===== src/rtl/adc_responder.sv =====
// adc_responder: models the serial side of an 8-channel, 12-bit SAR ADC.
// The initiator's conv edge starts a conversion that stays busy for TCONV_CYCLES.
// While conv is low the result then shifts out on sdo MSB-first, one bit per sck fall.
// The same frame shifts a 6-bit config word in on sdi at sck rises.
// That word selects the channel and mode used by the following conversion.
//
// Ports:
//   clk        - system clock, all flops on its rising edge
//   reset      - synchronous active-high reset
//   conv       - ADC_CONVST from the initiator (asynchronous)
//   sck        - ADC_SCK from the initiator (asynchronous, <= clk/8)
//   sdi        - ADC_SDI config bits (asynchronous)
//   data_in    - eight 12-bit samples, CHn = data_in[12n+11:12n]
//   sdo        - ADC_SDO serial result, registered
//   chan       - channel committed for the next conversion
//   cfg        - last committed config {S/D,O/S,S1,S0,UNI,SLP}
//   frame_done - one-cycle pulse when a frame completes
//   frame_err  - one-cycle pulse on a protocol violation
module adc_responder #(
    parameter int unsigned TCONV_CYCLES = 80,
    parameter int unsigned SYNC_STAGES  = 2
) (
    input  logic        clk,
    input  logic        reset,
    input  logic        conv,
    input  logic        sck,
    input  logic        sdi,
    input  logic [95:0] data_in,
    output logic        sdo,
    output logic [2:0]  chan,
    output logic [5:0]  cfg,
    output logic        frame_done,
    output logic        frame_err
);

    localparam int unsigned TIMER_W = (TCONV_CYCLES > 2) ? $clog2(TCONV_CYCLES) : 1;
    localparam logic [5:0]  CFG_RST = 6'b100000;

    typedef enum logic [1:0] {
        ST_IDLE    = 2'd0,
        ST_CONVERT = 2'd1,
        ST_READY   = 2'd2,
        ST_SHIFT   = 2'd3
    } state_t;

    state_t r_state;
    state_t w_next;

    logic [SYNC_STAGES-1:0] r_conv_sync;
    logic [SYNC_STAGES-1:0] r_sck_sync;
    logic [SYNC_STAGES-1:0] r_sdi_sync;
    logic                   r_conv_d;
    logic                   r_sck_d;

    logic [TIMER_W-1:0] r_timer;
    logic [3:0]         r_bitcnt;
    logic [2:0]         r_rcnt;
    logic [11:0]        r_sample;
    logic [5:0]         r_pend;
    logic [5:0]         r_cfg;
    logic [2:0]         r_chan;
    logic               r_sdo;
    logic               r_done;
    logic               r_err;

    logic w_conv_s;
    logic w_sck_s;
    logic w_sdi_s;
    logic w_conv_rise;
    logic w_sck_rise;
    logic w_sck_fall;
    logic w_timer_zero;
    logic [11:0] w_chan_data;

    logic w_start;
    logic w_abort;
    logic w_begin_conv;
    logic w_enter_shift;
    logic w_shift_in;
    logic w_shift_out;
    logic w_complete;
    logic w_early_sck;

    // Synchronizers plus one delay flop for edge detection
    always_ff @(posedge clk) begin
        if (reset) begin
            r_conv_sync <= '0;
            r_sck_sync  <= '0;
            r_sdi_sync  <= '0;
            r_conv_d    <= 1'b0;
            r_sck_d     <= 1'b0;
        end else begin
            r_conv_sync <= SYNC_STAGES'({r_conv_sync, conv});
            r_sck_sync  <= SYNC_STAGES'({r_sck_sync, sck});
            r_sdi_sync  <= SYNC_STAGES'({r_sdi_sync, sdi});
            r_conv_d    <= w_conv_s;
            r_sck_d     <= w_sck_s;
        end
    end

    assign w_conv_s     = r_conv_sync[SYNC_STAGES-1];
    assign w_sck_s      = r_sck_sync[SYNC_STAGES-1];
    assign w_sdi_s      = r_sdi_sync[SYNC_STAGES-1];
    assign w_conv_rise  = w_conv_s & ~r_conv_d;
    assign w_sck_rise   = w_sck_s & ~r_sck_d;
    assign w_sck_fall   = ~w_sck_s & r_sck_d;
    assign w_timer_zero = (r_timer == '0);
    assign w_chan_data  = data_in[7'(r_chan) * 7'd12 +: 12];
    assign w_begin_conv = w_start | w_abort;

    // State register
    always_ff @(posedge clk) begin
        if (reset) begin
            r_state <= ST_IDLE;
        end else begin
            r_state <= w_next;
        end
    end

    // Next-state logic; a conv rise in READY/SHIFT restarts the conversion
    always_comb begin
        w_next = r_state;
        case (r_state)
            ST_IDLE:    if (w_conv_rise) w_next = ST_CONVERT;
            ST_CONVERT: if (w_timer_zero) w_next = w_conv_s ? ST_READY : ST_SHIFT;
            ST_READY: begin
                if (w_conv_rise)    w_next = ST_CONVERT;
                else if (!w_conv_s) w_next = ST_SHIFT;
            end
            ST_SHIFT: begin
                if (w_conv_rise)                          w_next = ST_CONVERT;
                else if (w_sck_fall && r_bitcnt == 4'd11) w_next = ST_IDLE;
            end
            default:    w_next = ST_IDLE;
        endcase
    end

    // Per-state datapath strobes; abort pre-empts any shift activity
    always_comb begin
        w_start       = 1'b0;
        w_abort       = 1'b0;
        w_enter_shift = 1'b0;
        w_shift_in    = 1'b0;
        w_shift_out   = 1'b0;
        w_complete    = 1'b0;
        w_early_sck   = 1'b0;
        case (r_state)
            ST_IDLE:    w_start = w_conv_rise;
            ST_CONVERT: begin
                w_early_sck   = w_sck_rise | w_sck_fall;
                w_enter_shift = w_timer_zero & ~w_conv_s;
            end
            ST_READY: begin
                w_abort       = w_conv_rise;
                w_enter_shift = ~w_conv_s;
            end
            ST_SHIFT: begin
                w_abort     = w_conv_rise;
                w_shift_in  = ~w_conv_rise & w_sck_rise & (r_rcnt < 3'd6);
                w_shift_out = ~w_conv_rise & w_sck_fall;
                w_complete  = ~w_conv_rise & w_sck_fall & (r_bitcnt == 4'd11);
            end
            default: ;
        endcase
    end

    // Datapath: timer, sample capture, serializer, config shift and commit
    always_ff @(posedge clk) begin
        if (reset) begin
            r_timer  <= '0;
            r_bitcnt <= '0;
            r_rcnt   <= '0;
            r_sample <= '0;
            r_pend   <= '0;
            r_cfg    <= CFG_RST;
            r_chan   <= '0;
            r_sdo    <= 1'b0;
            r_done   <= 1'b0;
            r_err    <= 1'b0;
        end else begin
            r_done <= w_complete;
            r_err  <= w_abort | w_early_sck;

            if (w_begin_conv) begin
                // Differential mode returns a zero sample
                r_timer  <= TIMER_W'(TCONV_CYCLES - 1);
                r_sample <= r_cfg[5] ? w_chan_data : 12'h000;
                r_pend   <= '0;
                r_sdo    <= 1'b0;
            end else if (r_state == ST_CONVERT && !w_timer_zero) begin
                r_timer <= r_timer - TIMER_W'(1);
            end

            if (w_enter_shift) begin
                r_sdo    <= r_sample[11];
                r_bitcnt <= '0;
                r_rcnt   <= '0;
                r_pend   <= '0;
            end

            // Bits land MSB-first; unreceived LSBs stay zero
            if (w_shift_in) begin
                r_pend[3'd5 - r_rcnt] <= w_sdi_s;
                r_rcnt                <= r_rcnt + 3'd1;
            end

            if (w_shift_out) begin
                r_bitcnt <= r_bitcnt + 4'd1;
                if (w_complete) begin
                    r_sdo  <= 1'b0;
                    r_cfg  <= r_pend;
                    r_chan <= {r_pend[3], r_pend[2], r_pend[4]};
                end else begin
                    r_sdo <= r_sample[4'd10 - r_bitcnt];
                end
            end
        end
    end

    assign sdo        = r_sdo;
    assign chan       = r_chan;
    assign cfg        = r_cfg;
    assign frame_done = r_done;
    assign frame_err  = r_err;

endmodule


===== config.mk =====
export PLATFORM = sky130hd
export DESIGN_NAME = adc_responder
export DESIGN_NICKNAME = d
export VERILOG_FILES = /design/src/rtl/adc_responder.sv
export SDC_FILE = /design/constraint.sdc
export NUM_CORES = 1
export LEC_CHECK = 0
export ABC_AREA = 1
export BUFFER_PORTS_ARGS = -buffer_cell sky130_fd_sc_hd__clkbuf_2
export CAP_MARGIN = 30
export CORE_MARGIN = 5
export CORE_UTILIZATION = 50
export CTS_CLUSTER_SIZE = 10
export DETAILED_ROUTE_END_ITERATION = 12
export GPL_ROUTABILITY_DRIVEN = 0
export PLACE_DENSITY = 0.8
export SYNTH_ARGS = -nofsm -noshare
export SYNTH_HDL_FRONTEND = slang
export SYNTH_SLANG_ARGS = --single-unit

===== constraint.sdc =====
create_clock -name clk -period 1.9 [get_ports clk]
set_input_delay 0.285 -clock clk [delete_from_list [all_inputs] [get_ports clk]]
set_output_delay 0.285 -clock clk [all_outputs]
set_load 0.01 [all_outputs]

## Yosys cells after proc, flatten, opt, wreduce, memory -nomap -nowiden

Cells that the tools add are included.

| storage, ports and cells | value |
|---|---|
| output and inout port bits | 12 |
| input bits | 101 |
| register bits | 54 |
| logic and storage cells | 101 |

| operators by class | value |
|---|---|
| reduce and logical (&&, ||, !) cells | 14 |
| multiplexer cells | 35 |
| multipliers | 1 |
| bitwise gates (word level) | 16 |
| order comparisons | 4 |
| equal/unequal tests | 8 |
| add/sub/neg operators | 5 |
| shift-type cells | 1 |

Operators with widths:

| cell | number |
|---|---|
| 96-bit by 8-bit variable part select with 12-bit output | 1 |
| 6-bit 2-to-1 mux | 4 |
| 7-bit 2-to-1 mux | 2 |
| 1-bit 2-to-1 mux | 13 |
| 12-bit 2-to-1 mux | 1 |
| 2-bit 2-to-1 mux | 6 |
| 1-bit bitwise AND | 8 |
| 4-bit 2-to-1 mux | 2 |
| 2-bit case mux with 4 select lines | 1 |
| 7-bit zero test | 1 |
| 7-bit by 1-bit subtractor with 7-bit output (second input constant) | 1 |
| 6-bit bitwise mux | 1 |
| 3-bit 2-to-1 mux | 2 |
| 3-bit != test (second input constant) | 2 |
| 2-bit nonzero test | 3 |
| 4-bit by 5-bit less-than comparator with 1-bit output (second input constant) | 1 |
| 3-bit by 2-bit multiplier with 5-bit output (second input constant) | 1 |
| 1-bit inverter | 5 |
| 4-bit by 1-bit adder with 4-bit output (second input constant) | 1 |
| 1-bit binary-select mux with 4-bit select | 1 |
| 2-bit == test (second input constant) | 2 |
| 4-bit == test (second input constant) | 1 |
| 3-bit by 4-bit less-than comparator with 1-bit output (second input constant) | 1 |
| 2-bit != test (second input constant) | 2 |
| other kinds (16) | 21 |

## Depth between registers and ports, before layout

Gate-level depths: netlist (run 1).

| logic depth | value |
|---|---|
| depth after elaboration | 9 |
| mapped depth | 11 |
| gate-level depth less buffers | 11 |

## Worst setup path before layout (run 1)

OpenSTA, ideal clock, no wires.

| path | value |
|---|---|
| kind | register to register |
| start point | register r_state[0] |
| end point | register r_timer[0] |
| library setup time | 0.128 ns |
| setup slack | 0.231 ns |
| stages on the path, launching flop included | 10 |
| required time | 1.772 ns |
| path buffers | 1 |
| arrival | 1.541 ns |
| clock period less this slack | 1.669 ns |
| path through | dfxtp_1 > inv_1 > ha_1 > nor2_1 > nor2_4 > a21oi_2 > buf_6 > o21ai_0 > a21oi_1 > nor2_1 |

| on the way | value |
|---|---|
| longest elaborated chain between the ends | 5 |
| elaborated cells between the ends (all ways) | 11 |
| classes of those cells | eq/ne (3); mux (3); bitwise (1); reduce/logical (4) |

Ends and longest elaborated chain:

| what | RTL line | RTL |
|---|---|---|
| from (decl) | 46 | `state_t r_state;` |
| from (signal assigned) | 116 | `r_state <= w_next;` |
| 2-bit == test | 147 | `case (r_state)` |
| 2-bit OR reduction (no source line) | - |  |
| 1-bit 2-to-1 mux | 147 |  |
| 1-bit OR | 109 | `assign w_begin_conv = w_start \| w_abort;` |
| 7-bit 2-to-1 mux / 2-bit nonzero test (equally long branches) | - |  |
| to (signal assigned) | 186 | `r_timer <= TIMER_W'(TCONV_CYCLES - 1);` |
| to (signal assigned) | 191 | `r_timer <= r_timer - TIMER_W'(1);` |
| to (decl) | 55 | `logic [TIMER_W-1:0] r_timer;` |

Parallel ways exist; a longest one is shown, timed or not.
A chain may end at the register's enable or synchronous reset.

## Worst setup path after layout (run 1)

| path | value |
|---|---|
| start point | register r_state[0] |
| end point | register r_sample[6] |

| on the way | value |
|---|---|
| longest elaborated chain between the ends | 4 |
| elaborated cells between the ends (all ways) | 7 |
| classes of those cells | eq/ne (2); mux (2); bitwise (1); reduce/logical (2) |

Ends and longest elaborated chain:

| what | RTL line | RTL |
|---|---|---|
| 2-bit == test | 147 |  |
| 2-bit OR reduction (no source line) | - |  |
| 1-bit 2-to-1 mux | 147 |  |
| 1-bit OR * | 109 |  |
| to (signal assigned) | 187 | `r_sample <= r_cfg[5] ? w_chan_data : 12'h000;` |
| to (decl) | 58 | `logic [11:0] r_sample;` |

Every way passes the cells marked *; elsewhere a longest branch is shown, timed or not.

==> results of run 1 <==
==> path summary, 6_finish.rpt <==
check / from / end / slack [ps] / depth (start not counted)
worst min-delay path: conv / r_conv_sync[0] / 150 / 3
worst min register to register: r_sck_sync[0] / r_sck_sync[1] / 410 / 2
worst max-delay path: r_state[0] / r_sample[6] / 180 / 9
worst max register to register: r_state[0] / r_sample[6] / 180 / 9
==> report_power, final <==
group / total, mW / internal (mW) / switching [mW]
sequential: 1.25 / 1.17 / 0.0785
clock: 0.772 / 0.399 / 0.373
combinational: 0.917 / 0.374 / 0.543
total: 2.94 / 1.94 / 0.994
==> cell families (layout without fill, tap and decap cells) <==
group / Yosys count / in the layout
and+or+nand+nor: 226 / 226
AOI/OAI and AO/OA: 129 / 129
buffers and inverters: 73 / 173
DFF: 51 / 51
adders and majority gates: 10 / 10
xor gates and xnor gates: 4 / 4
==> state kept, by name, summed over array words and instances, names as in the netlist <==
register,count
r_timer,7
r_sdi_sync,2
frame_done,1
frame_err,1
r_conv_d,1
r_bitcnt,4
r_sck_d,1
sdo,1
r_state,2
r_pend,6
cfg,6
r_rcnt,3
r_sample,12
r_sck_sync,2
r_conv_sync,2
==> critical path, cell delays in order, from the launching register on <==
cell	delay, ps
dfxtp_2	350
inv_1	110
ha_2	230
nor2_1	80
nor2_4	140
a21oi_2	60
buf_12	160
nor2_4	250
nand3_1	130
a21oi_1	130
==> cell usage after synthesis <==
master and instances:
nor2_1 108, o21ai_0 69, nand2_1 63, dfxtp_1 51
nand3_1 42, inv_1 41, a21oi_1 30, o211ai_1 24
clkbuf_1 12, ha_1 10, buf_4 7, buf_2 6
nand4_1 6, a31oi_1 3, nor2_4 3, buf_1 2
buf_6 2, inv_2 2, nor2_2 2, xnor2_1 2
xor2_1 2, a211oi_1 1, a21oi_2 1, clkinv_1 1
nand2_2 1, nor4_1 1, o31ai_1 1
==> per-layer routing <==
metal  track usage (%)  vias up  share of wire (%)
met5                 0        -                  0
met2              41.6      131                 50
met1              26.3     1636                 42
met3              3.47       14                7.0
met4              6.90        0                1.5
li1                  -     1831                  -
==> final cells by class <==
cell class	count	area, um^2
inverters	44	165
multi-input cells	369	1830
repair buffers	121	641
well taps	77	96.3
clock buffers	5	68.8
flip-flops and latches	51	1020
fillers	600	2370
clock inverters	3	47.5
==> metrics by stage <==
stage               hold WS (ps)  worst slack (ps)  instances
floorplan                    385               231        493
global route                 144              25.0        670
global placement             395               225        662
finish                       153               182        670
CTS                          144              85.1        670
detailed placement           398               118        662
==> what timing repair did <==
action / 4_1_cts / 5_1_grt
endpoints found under the setup margin: 0 / 17
hold buffers: 0 / 0
gates resized for setup: 0 / 4
==> impl_metrics.yaml, run 1 <==
logic_synthesis:
  synth_nets: 604
  synthAdderAreaFrac_pct: 3.95
  netlist_instances: 493
  yosysUniqueCellTypes: 27
  synth_top_family_by_area: "simple AND/OR/NAND/NOR gates"
  synth_compound_area_share_pct: 22.7
  synth_mux_area_share_pct: 0
  yosys.area_share.simple_pct: 29.9
  synth_top_cells_by_area: "dfxtp_1 32%, nor2_1 13%, o21ai_0 11%"
  yosysWarnings: 0
  synth_seq_cells: 51
  synthesis.area_um2: 3170
  yosysTopAreaCell: "dfxtp_1"
  synth_top_area_share_pct: 32.2
  synth-xor-area-share_pct: 1.10
  synth.avg_cell_area_um2: 6.43
  synth_seq_area_share_pct: 32.2
clock_tree:
  clk_pin_slew_ps: 90
  clock_latency_ps: 310
  post_cts_buffers: 0
  cts_tree: "built"
  cts_buffers: 5
  cts_buffer_depth: 2
  cts_max_level: 2
  cts-root-buf: "clkbuf_8"
  cts_sinks: 51
global_route:
  gr-usage-all-layers_pct: 22.4
  antenna_found_initial: 0
  grt-ovfl-total: 0
  grt_pass1_vias: 3380
  grt_max_degree: 52
  grt_pass1_wl_um: 14400
cells_and_area:
  nets: 703
  diodes: 0
  area_growth_pct: 22.2
  fin_area_um2: 3870
  utilization_pct: 62.1
  final_common_cell: "clkbuf_2"
  layout_common_cells: "112 x clkbuf_2, 107 x nor2_1, 69 x o21ai_0, 62 x nand2_1, 50 x dfxtp_1"
  layout-drive-gt1-share_pct: 23.9
place:
  hpwl_um: 6780
  port_buffers: 112
  placed_area_um2: 3750
power:
  power.density_nw_per_um2: 758
  leakagePower_nw: 1.78
  ir_worst_vdd_mv: 0.765
  fin_total_pwr_mw: 2.94
drt:
  wl_per_cell_um: 13.4
  vias_per_cell: 5.39
  drtIter0Drc: 211
  vias: 3612
  drt-total-wl_um: 8960
  drt.antenna.violating_nets: 0
  drc_errors: 0
  first_pass_iters: 5
die:
  ios: 113
  die_x_um: 89.6
  rows: 29
  core_um2: 6240
  start_util_pct: 50.8
  die_h_um: 89.6
  dieArea_um2: 8030
worst_hold_path:
  min-delay-path-class: "primary input to register"
sta:
  finalSetupTns_ps: 0
  slew_headroom_pct: 67.4
  hold_viol: 0
  rsz0062_at_grt: "no"
  fmax_ghz: 0.582
  tightest_slew_ps: 486
  skew_ps: 5.30
  maxSlewViolCount: 0
  min_period_over_period_pct: 90.4
  finalSetupViolCount: 0
  fin_crit_ps: 1720
worst_setup_path:
  worstPathRequired_ps: 2150
  critPathMaxFanout: 23
  crit_arrival_ps: 1970
  path_class: "register to register"
  start_kind: "register"
  cp-end-kind: "register"
job:
  drv_cap: 0
outcome:
  status: "finished clean"
(Power assumes the default switching activity.)
==> inputs of run 2 (changes only) <==
--- a/config.mk
+++ b/config.mk
@@ -13,7 +13,7 @@
 export CTS_CLUSTER_SIZE = 10
 export DETAILED_ROUTE_END_ITERATION = 12
 export GPL_ROUTABILITY_DRIVEN = 0
-export PLACE_DENSITY = 0.8
+export PLACE_DENSITY = 0.83
 export SYNTH_ARGS = -nofsm -noshare
 export SYNTH_HDL_FRONTEND = slang
 export SYNTH_SLANG_ARGS = --single-unit
==> run 2 against run 1 <==
Compared with the run above: non-clock buffer count increased by 2; clock power decreased by 18%; fmax increased by 0.25%; via count decreased by 0.14%; register-to-register slack about the same; hold slack improved by 16 ps; sequential share of layout area decreased by 0.11 points.
==> impl_metrics.yaml, run 2 (same netlist as run 1, synthesis figures left out) <==
outcome:
  status: "finished clean"
place:
  placed_area_um2: 3750
  hpwl_um: 6880
  port_buffers: 112
  dp_slack_ps: -2.99
sta:
  hold_viol: 0
  maxSlewViolCount: 0
  tightest_slew_ps: 489
  finalSetupViolCount: 0
  fmax_ghz: 0.583
  min_period_over_period_pct: 90.2
  finalSetupTns_ps: 0
  slew_headroom_pct: 67.2
  skew_ps: 5.95
  fin_crit_ps: 1710
  finalWorstSetupSlack_ps: 186
worst_setup_path:
  cp_top_family: "simple AND/OR/NAND/NOR gates"
  timing.rr.start: "r_state[0]"
  critPathSlowestCell: "dfxtp_2"
  path_class: "register to register"
  crit_arrival_ps: 1950
  cp_cell_sequence: "inv_1, ha_1, nor2_2, nor2_4, a21oi_4, buf_4, nor2_4, nand3_1, a21oi_1"
  worstPathRequired_ps: 2140
  critPathMaxFanout: 6
  crit_path_frequent_cell: "nor2_4"
  start_kind: "register"
  worstSetupStartpoint: "r_state[0]"
  crit_buf_inv: 2
  crit_path_max_incr_delay_ps: 350
  cp-end-kind: "register"
power:
  switching_share_pct: 35.2
  ir_worst_vdd_mv: 0.561
  power.density_nw_per_um2: 727
  fin_total_pwr_mw: 2.83
  switching_power_mw: 0.997
  p_int_mw: 1.83
  seq_power_share_pct: 44.3
  leakagePower_nw: 1.78
  p_comb_share_pct: 33.3
  p_clk_share_pct: 22.4
clock_tree:
  clk_pin_slew_ps: 100
  cts_sinks: 51
  cts_buffers: 5
  cts-root-buf: "clkbuf_8"
  clock_latency_ps: 300
  cts_tree: "built"
  cts_buffer_depth: 2
  cts_max_level: 2
worst_hold_path:
  hp-start: "sdi"
  min-delay-path-class: "primary input to register"
cells_and_area:
  n_fill_cell: 626
  fin_area_um2: 3890
  top_register: "r_sample"
  layout-drive-gt1-share_pct: 24.7
  utilization_pct: 62.3
  largest_register_ffs: 12
  nets: 706
  final_common_cell: "clkbuf_2"
  area_growth_pct: 22.7
  diodes: 0
  layout_common_cells: "112 x clkbuf_2, 106 x nor2_1, 69 x o21ai_0, 62 x nand2_1, 50 x dfxtp_1"
  largest_registers: "r_sample (12), r_timer (7)"
global_route:
  grt_max_degree: 52
  grt-ovfl-total: 0
  grt_pass1_wl_um: 14700
  antenna_found_initial: 0
  gr-usage-all-layers_pct: 23.1
  grt_pass1_vias: 3281
die:
  start_util_pct: 50.8
  core_um2: 6240
  rows: 29
  die_h_um: 89.6
  ios: 113
  dieArea_um2: 8030
  die_x_um: 89.6
drt:
  drtIter0Drc: 209
  drt.antenna.violating_nets: 0
  drt-total-wl_um: 9160
  wl_per_cell_um: 13.6
  first_pass_iters: 5
  vias_per_cell: 5.36
  vias: 3607
  drc_errors: 0
job:
  drv_cap: 0
[run 2: cell types whose count changed in the layout (fill, tap and decap cells not counted)]
cell	change
buf_4	+2
nor2_4	+1
bufinv_16	-1
a21oi_4	+1
inv_6	+1
nand3_2	+1
nand3_1	-1
a21oi_2	-1
clkinv_4	-1
clkinv_2	+1
nor2_1	-1
nor2_2	+1
[run 2: final cells by class]
cell class	count	area [um^2]	share of cell area, %
Inverter	44	165	4.24
Timing Repair Buffer	123	656	16.8
Tap cell	77	96.3	2.48
Clock buffer	5	68.8	1.77
Clock inverter	3	22.5	0.579
Sequential cell	51	1020	26.3
Multi-Input combinational cell	370	1860	47.8
[run 2: repair_timing]
item | in CTS | in global routing
resized for setup | 1 | 7
setup buffers | 0 | 2
gates cloned | 0 | 1
hold buffers | 0 | 0
pin swaps | 0 | 1
setup endpoints to repair | 14 | 26
[run 2: worst paths after layout]
kind	endpoint	slack [ps]	cells past startpoint
max	r_sample[0]	190	9
min	r_sdi_sync[0]	170	3
max reg2reg	r_sample[0]	190	9
min reg2reg	r_conv_sync[1]	410	2
[run 2: worst reg2reg max path: cells and delay by family, from the launching register on]
family,cells,cell delay [ps]
AO/OA/AOI/OAI,2,220
adder cells (fa/ha/maj),1,280
AND/OR/NAND/NOR,4,520
buffers and inverters,2,290
flip-flops,1,350
[run 2: routing by layer]
metal | GRT usage (%) | share of wire, % | up-vias
met5 | 0 | 0 | -
met4 | 6.50 | 1.6 | 0
met3 | 3.56 | 7.0 | 11
met2 | 42.4 | 51 | 118
met1 | 27.5 | 40 | 1641
li1 | - | - | 1837
[run 2: per-stage QoR]
| stage | instances | hold slack [ps] |
|---|---|---|
| 6_report | 673 | 169 |
| 3_3_place_gp | 662 | 393 |
| 4_1_cts | 670 | 159 |
| 5_1_grt | 673 | 174 |
| 2_1_floorplan | 493 | 385 |
| 3_5_place_dp | 662 | 402 |
[run 2: power groups by stage]
stage / Clock, mW / Combinational (mW) / Sequential, mW
6_report: 0.633 / 0.943 / 1.25
5_1_grt: 0.722 / 1.09 / 1.27
4_1_cts: 0.669 / 0.898 / 1.25
3_5_place_dp: 0 / 0.886 / 1.27
3_3_place_gp: 0 / 0.851 / 1.27
2_1_floorplan: 0 / 0.649 / 1.25
